--- src/rtl/arduino_io_pkg.sv ---
// Shared constants for crypt_engine: memory geometry, opcodes, header offsets, FSM states.
// Latency: n/a (declarations only).
// Backpressure: n/a.
package arduino_io_pkg;

   localparam int ADDR_W = 14;
   localparam int DATA_W = 8;

   localparam logic [7:0] OP_COPY = 8'h00;
   localparam logic [7:0] OP_XOR  = 8'h01;
   localparam logic [7:0] OP_ADD  = 8'h02;
   localparam logic [7:0] OP_SUB  = 8'h03;
   localparam logic [7:0] OP_INV  = 8'h04;

   // byte offsets of the job header in the command memory
   localparam logic [2:0] HDR_LEN_HI  = 3'd0;
   localparam logic [2:0] HDR_LEN_LO  = 3'd1;
   localparam logic [2:0] HDR_OP      = 3'd2;
   localparam logic [2:0] HDR_KLEN_HI = 3'd3;
   localparam logic [2:0] HDR_KLEN_LO = 3'd4;

   typedef enum logic [1:0] {
      ST_IDLE = 2'd0,
      ST_HDR  = 2'd1,
      ST_RUN  = 2'd2,
      ST_DONE = 2'd3
   } state_t;

endpackage

--- src/rtl/crypt_alu.sv ---
// Byte operation unit: applies the job opcode to one source byte and one key byte.
// Latency: purely combinational.
// Backpressure: none; result is valid whenever the inputs are.
module crypt_alu
   import arduino_io_pkg::*;
(
   input  logic [DATA_W-1:0] i_op,
   input  logic [DATA_W-1:0] i_src,
   input  logic [DATA_W-1:0] i_key,
   output logic [DATA_W-1:0] o_result,
   output logic              o_op_vld
);

   // decode the opcode and compute the byte result; unknown opcodes pass src through and flag invalid
   always_comb begin
      o_result = i_src;
      o_op_vld = 1'b1;
      case (i_op)
         OP_COPY: o_result = i_src;
         OP_XOR:  o_result = i_src ^ i_key;
         OP_ADD:  o_result = i_src + i_key;
         OP_SUB:  o_result = i_src - i_key;
         OP_INV:  o_result = ~i_src;
         default: begin
            o_result = i_src;
            o_op_vld = 1'b0;
         end
      endcase
   end

endmodule

--- src/rtl/crypt_engine.sv ---
// Job engine: reads a 5-byte header, streams len src bytes through crypt_alu with a wrapping key into dst.
// Latency: start to done is len+8 cycles (7 for len=0 or bad opcode); one byte per cycle in RUN.
// Backpressure: none; memories are owned while busy, start is ignored while busy. Option: CRYPT_ENGINE_CHECKSUM_EN.
module crypt_engine
   import arduino_io_pkg::*;
(
   input  logic              sysclk,
   input  logic              arduino_reset,
   input  logic              start,
   output logic              busy,
   output logic              done,
   output logic              err,
   output logic [DATA_W-1:0] checksum,
   output logic [ADDR_W-1:0] mem_cmd_ad,
   output logic              mem_cmd_ce,
   input  logic [DATA_W-1:0] mem_cmd_dout,
   output logic [ADDR_W-1:0] mem_src_ad,
   output logic              mem_src_ce,
   input  logic [DATA_W-1:0] mem_src_dout,
   output logic [ADDR_W-1:0] mem_key_ad,
   output logic              mem_key_ce,
   input  logic [DATA_W-1:0] mem_key_dout,
   output logic [ADDR_W-1:0] mem_dst_ad,
   output logic              mem_dst_ce,
   output logic              mem_dst_wre,
   output logic [DATA_W-1:0] mem_dst_din
);

   state_t            r_state;
   logic [2:0]        r_hcnt;
   logic [ADDR_W-1:0] r_len;
   logic [ADDR_W-1:0] r_klen;
   logic [DATA_W-1:0] r_op;
   logic              r_busy;
   logic              r_done;
   logic              r_err;
   logic [ADDR_W-1:0] r_cmd_ad;
   logic [ADDR_W-1:0] r_src_ad;
   logic [ADDR_W-1:0] r_key_ad;
   logic [ADDR_W-1:0] r_dst_ad;
   logic              r_cmd_ce;
   logic              r_src_ce;
   logic              r_dst_wre;

   logic [DATA_W-1:0] w_result;
   logic              w_op_vld;
   logic [ADDR_W-1:0] w_kmax;
   logic [2:0]        w_cap_idx;
   logic [DATA_W-1:0] w_din;
   logic              w_unused_hdr_bits;

   crypt_alu u_alu (
      .i_op     (r_op),
      .i_src    (mem_src_dout),
      .i_key    (mem_key_dout),
      .o_result (w_result),
      .o_op_vld (w_op_vld)
   );

   // klen of 0 behaves as 1, so the last key index is 0 in that case
   assign w_kmax    = (r_klen == '0) ? '0 : r_klen - 14'd1;
   // header byte arriving this cycle was addressed one cycle earlier
   assign w_cap_idx = r_hcnt - 3'd1;
   // dst data is the ALU result of the read issued last cycle; held at zero when not writing
   assign w_din     = r_dst_wre ? w_result : '0;
   // top two bits of the length bytes carry no information
   assign w_unused_hdr_bits = ^mem_cmd_dout[7:6];

   // job sequencer: header fetch, streaming read/write pipeline, done pulse
   always_ff @(posedge sysclk) begin
      if (arduino_reset) begin
         r_state   <= ST_IDLE;
         r_hcnt    <= '0;
         r_len     <= '0;
         r_klen    <= '0;
         r_op      <= '0;
         r_busy    <= 1'b0;
         r_done    <= 1'b0;
         r_err     <= 1'b0;
         r_cmd_ad  <= '0;
         r_src_ad  <= '0;
         r_key_ad  <= '0;
         r_dst_ad  <= '0;
         r_cmd_ce  <= 1'b0;
         r_src_ce  <= 1'b0;
         r_dst_wre <= 1'b0;
      end else begin
         r_done <= 1'b0;
         case (r_state)
            ST_IDLE: begin
               if (start) begin
                  r_state  <= ST_HDR;
                  r_busy   <= 1'b1;
                  r_err    <= 1'b0;
                  r_hcnt   <= '0;
                  r_cmd_ad <= '0;
                  r_cmd_ce <= 1'b1;
                  r_src_ad <= '0;
                  r_key_ad <= '0;
                  r_dst_ad <= '0;
               end
            end
            ST_HDR: begin
               r_hcnt <= r_hcnt + 3'd1;
               if (r_hcnt < HDR_KLEN_LO) begin
                  r_cmd_ad <= r_cmd_ad + 14'd1;
               end else begin
                  r_cmd_ad <= '0;
                  r_cmd_ce <= 1'b0;
               end
               case (w_cap_idx)
                  HDR_LEN_HI:  r_len[13:8]  <= mem_cmd_dout[5:0];
                  HDR_LEN_LO:  r_len[7:0]   <= mem_cmd_dout;
                  HDR_OP:      r_op         <= mem_cmd_dout;
                  HDR_KLEN_HI: r_klen[13:8] <= mem_cmd_dout[5:0];
                  HDR_KLEN_LO: begin
                     r_klen[7:0] <= mem_cmd_dout;
                     if (!w_op_vld || r_len == '0) begin
                        r_state <= ST_DONE;
                        r_busy  <= 1'b0;
                        r_done  <= 1'b1;
                        r_err   <= !w_op_vld;
                     end else begin
                        r_state  <= ST_RUN;
                        r_src_ce <= 1'b1;
                        r_src_ad <= '0;
                        r_key_ad <= '0;
                     end
                  end
                  default: ;
               endcase
            end
            ST_RUN: begin
               r_dst_wre <= r_src_ce;
               r_dst_ad  <= r_src_ad;
               if (r_src_ce) begin
                  if (r_src_ad == r_len - 14'd1) begin
                     r_src_ce <= 1'b0;
                  end else begin
                     r_src_ad <= r_src_ad + 14'd1;
                     r_key_ad <= (r_key_ad >= w_kmax) ? '0 : r_key_ad + 14'd1;
                  end
               end else begin
                  // drain write is in flight this cycle; finish next
                  r_state  <= ST_DONE;
                  r_busy   <= 1'b0;
                  r_done   <= 1'b1;
                  r_src_ad <= '0;
                  r_key_ad <= '0;
                  r_dst_ad <= '0;
               end
            end
            ST_DONE: begin
               r_state <= ST_IDLE;
            end
            default: r_state <= ST_IDLE;
         endcase
      end
   end

`ifdef CRYPT_ENGINE_CHECKSUM_EN
   logic [DATA_W-1:0] r_chk;

   // running XOR of every byte written to dst, cleared by an accepted start
   always_ff @(posedge sysclk) begin
      if (arduino_reset) begin
         r_chk <= '0;
      end else if (r_state == ST_IDLE && start) begin
         r_chk <= '0;
      end else if (r_dst_wre) begin
         r_chk <= r_chk ^ w_din;
      end
   end

   assign checksum = r_chk;
`else
   assign checksum = '0;
`endif

   assign busy        = r_busy;
   assign done        = r_done;
   assign err         = r_err;
   assign mem_cmd_ad  = r_cmd_ad;
   assign mem_cmd_ce  = r_cmd_ce;
   assign mem_src_ad  = r_src_ad;
   assign mem_src_ce  = r_src_ce;
   assign mem_key_ad  = r_key_ad;
   assign mem_key_ce  = r_src_ce;
   assign mem_dst_ad  = r_dst_ad;
   assign mem_dst_ce  = r_dst_wre;
   assign mem_dst_wre = r_dst_wre;
   assign mem_dst_din = w_din;

endmodule

--- config.mk ---
export PLATFORM = sky130hd
export DESIGN_NAME = crypt_engine
export DESIGN_NICKNAME = d
export VERILOG_FILES = /design/src/rtl/arduino_io_pkg.sv /design/src/rtl/crypt_alu.sv /design/src/rtl/crypt_engine.sv
export SDC_FILE = /design/constraint.sdc
export NUM_CORES = 1
export LEC_CHECK = 0
export ABC_AREA = 1
export BUFFER_PORTS_ARGS = -buffer_cell sky130_fd_sc_hd__buf_2
export CAP_MARGIN = 10
export CORE_ASPECT_RATIO = 0.75
export CORE_MARGIN = 2
export CORE_UTILIZATION = 58
export DETAILED_ROUTE_END_ITERATION = 8
export GPL_TIMING_DRIVEN = 0
export PLACE_DENSITY = 0.81
export RECOVER_POWER = 50
export SYNTH_ARGS = -nofsm -noshare
export SYNTH_HDL_FRONTEND = slang
export SYNTH_SLANG_ARGS = --single-unit
--- constraint.sdc ---
create_clock -name sysclk -period 3.5 [get_ports sysclk]
set_clock_uncertainty 0.2 [all_clocks]
set_input_delay 0.525 -clock sysclk [delete_from_list [all_inputs] [get_ports sysclk]]
set_output_delay 0.525 -clock sysclk [all_outputs]
set_load 0.1 [all_outputs]
==> key figures <==
STA
  – Worst slew pin tran: 1.21 ns
  – Slew margin rel.: 0.194
  – Fin crit share: 1.05
  – Hold Vio Cnt, Final: 0
  – Hold_ws: 0.254 ns
  – Fmax: 0.272 GHz
  – Final setup violation count: 3
  – Worst setup margin: -0.179 ns
  – Unrepaired setup endpoints after global routing: yes
  – Minimum clock period: 3.68 ns
  – Slew Viols, Final: 0

Yosys
  – Yosys cell types: 48
  – Mapped Cells: 1100
  – Area leader, netlist: dfxtp_1
  – Synth async-reset ratio: 0
  – Top cell type's share of synthesized area: 0.288
  – Register area share after synthesis: 0.288
  – Mapped Avg Cell Area: 6.51 sq um
  – Number of flops mapped to enable cells by yosys: 0
  – Synth Warn #: 0
  – Prevailing post-synth register cell: dfxtp_1
  – Post-Syn Area: 7160 sq um
  – Register bit total from synthesis: 103
  – Ranking of synthesized cells by area: dfxtp_1 29%, nand2_1 10%, a21oi_1 8.1%, nand3_1 8.1%, inv_1 6.7%

Drt
  – Vias: 7918
  – Initial drt markers: 738
  – Pre-antenna DRT Iters: 5
  – DRC violations left: 0
  – Final ANT Viol Nets: 0
  – Vias per cell: 5.63
  – Drt total wl: 21800 microns
  – Wirelength per Cell: 15.5 microns

Die
  – Horiz. Die Dim: 132 microns
  – Die H: 100 microns
  – I/O pin cnt: 107
  – Die area: 13300 sq um
  – Initial Utilization: 0.588
  – Core region area: 12200 sq um
  – # rows: 35

Placement
  – Post-DP HPWL: 15300 microns
  – I/O Buffers: 98
  – Placed cell count: 1371
  – GPL Wtd Cong: 0.921

Worst setup path
  – CP startpoint: r_op[3]
  – Worst Path Arrival: 2.95 ns
  – CP Capture Type: output port
  – Worst path required time: 2.77 ns
  – Critical R2R Launch: r_klen[2]
  – R2R Path End: mem_key_ad[13]
  – Startpoint class of the critical path: register
  – WS Path Type: register to output port
  – Critical Path Fanout Max: 5
  – Crit path capture: mem_dst_din[6]
  – Worst r2r path cells: 18
  – R2R Setup Slk: 0.10 ns

Clock network
  – Post-CTS Hold Buffers: 0
  – Clock slew at reported path FFs: 0.07 ns
  – Deepest clock path buffer count: 2
  – CTS buffer count: 9
  – Clock Tree Root: clkbuf_16
  – Worst skew pair latency: 0.35 ns
  – H-tree depth: 3
  – Clk sinks: 103
  – CTS tree: built

Cells and area
  – Antenna diodes: 0
  – Commonest non-fill, non-tap cell in the layout: nand2_1
  – Fraction of layout cells with a size suffix above 1: 0.147
  – Final net count: 1299
  – Util after Layout: 0.707
  – Most frequent cells in the layout: 189 x nand2_1, 121 x inv_1, 114 x nor2_1
  – Non-filler instance count after layout: 1406
  – FILL cells: 1067
  – Area growth syn-to-layout: 20.3%

Run status
  – Failing checks: negative setup slack
  – Status: complete, but fails checks

Pwr
  – P per Cell Area: 682 nW/um^2
  – Leakage: 3.65 nW
  – Peak supply drop: 0.675 mV

Global route
  – Pin count of the biggest net entering global routing: 19
  – First-pass GRT wire length: 34300 microns
  – All-Layer GR Usage: 0.318
  – Grt ovf: 0
  – Number of global-route vias before repair: 6919
  – Antenna violations before repair: 1

Hold path
  – Hold depth: 2
  – Hold Crit Class: register to register

Flow run
  – Max cap viols: 0
repair_timing:
action	in CTS	in global routing
pin swaps	16	22
resized for setup	43	43
gates cloned	0	1
buffers inserted	13	5
endpoints found under the setup margin	21	21
flip-flops by register name, summed over array words and instances (netlist names), 2 cells and up:
name        flops
r_len          14
r_klen         14
mem_cmd_ad     14
r_hcnt          3
mem_src_ad     14
mem_key_ad     14
mem_dst_ad     14
r_state         2
r_op            8
per-stage QoR:
stage	TNS (ns)	total power, mW	setup slack (ns)	area (sq um)
floorplan	-0.429	3.79	-0.317	7230
global placement	-1.95	4.37	-0.385	7930
detailed placement	-2.98	4.41	-0.471	7930
CTS	-0.0853	5.67	-0.0467	8510
global route	-2.08	6.21	-0.333	8610
finish	-0.375	5.87	-0.179	8610
critical path, stage by stage (launching register included):
cell     delay [ns]
dfxtp_4        0.37
nor2_4         0.10
nand2_2        0.07
nor2_4         0.16
nand2_4        0.10
nand2_2        0.09
xor2_1         0.13
ha_1           0.28
buf_4          0.16
nand3_1        0.08
nand2_1        0.08
nand2_1        0.09
nand2_1        0.12
nand2_2        0.10
nand2_2        0.05
or2_2          0.28
nand3_2        0.09
a21oi_4        0.07
buf_12         0.18
cells by family (layout without fill, tap and decap cells):
| kind of cell | after synthesis | count (layout) | synth area share |
|---|---|---|---|
| fa+ha+maj | 37 | 37 | 0.0657 |
| simple gates | 514 | 514 | 0.321 |
| buf+inv | 187 | 320 | 0.113 |
| xor+xnor | 37 | 37 | 0.0472 |
| compound gates | 221 | 221 | 0.164 |
| other cells | 1 | 8 | 0.000524 |
| flops | 103 | 103 | 0.288 |
cell type report:
cell class              instances  area, sq um  share of cell area
plain buffers                  53          309              0.0359
clock inverters                 7          125              0.0145
well taps                     166          208              0.0241
multi-input cells             817         4530               0.527
inverters                     134          508              0.0590
repair buffers                117          632              0.0734
flip-flops and latches        103         2070               0.240
clock buffers                   9          225              0.0262
power breakdown:
part           internal [mW]  total (mW)  switching [mW]
combinational          0.896        3.26            2.36
clock                  0.709        1.19           0.482
sequential              1.27        1.42           0.153
total                   2.87        5.87            2.99
cells in the mapped netlist (10+ instances only):
cell type,number
xnor2_1,12
nor2_1,121
ha_1,36
buf_2,10
o21ai_0,81
xor2_1,24
inv_1,127
nand4_1,15
nor3_1,22
nor2_2,13
buf_4,12
nand2_1,196
clkbuf_1,23
nand3_1,116
dfxtp_1,103
a21oi_1,116
worst min path at each step:
stage,startpoint,to,slack [ns]
after global routing,busy,busy,0.28
after detailed placement,busy,busy,0.24
after floorplan,r_op[5],r_op[5],0.23
after global placement,busy,busy,0.23
final,busy,busy,0.25
after CTS,busy,busy,0.25
metal layers:
metal / GRT usage / vias to the layer above / wire, microns
met5: 0 / - / 11
met4: 0.104 / 2 / 593
met1: 0.453 / 3564 / 9690
met3: 0.0500 / 61 / 2160
met2: 0.497 / 404 / 9340
li1: - / 3887 / -
Note: power is estimated with default switching activity, not from simulation.
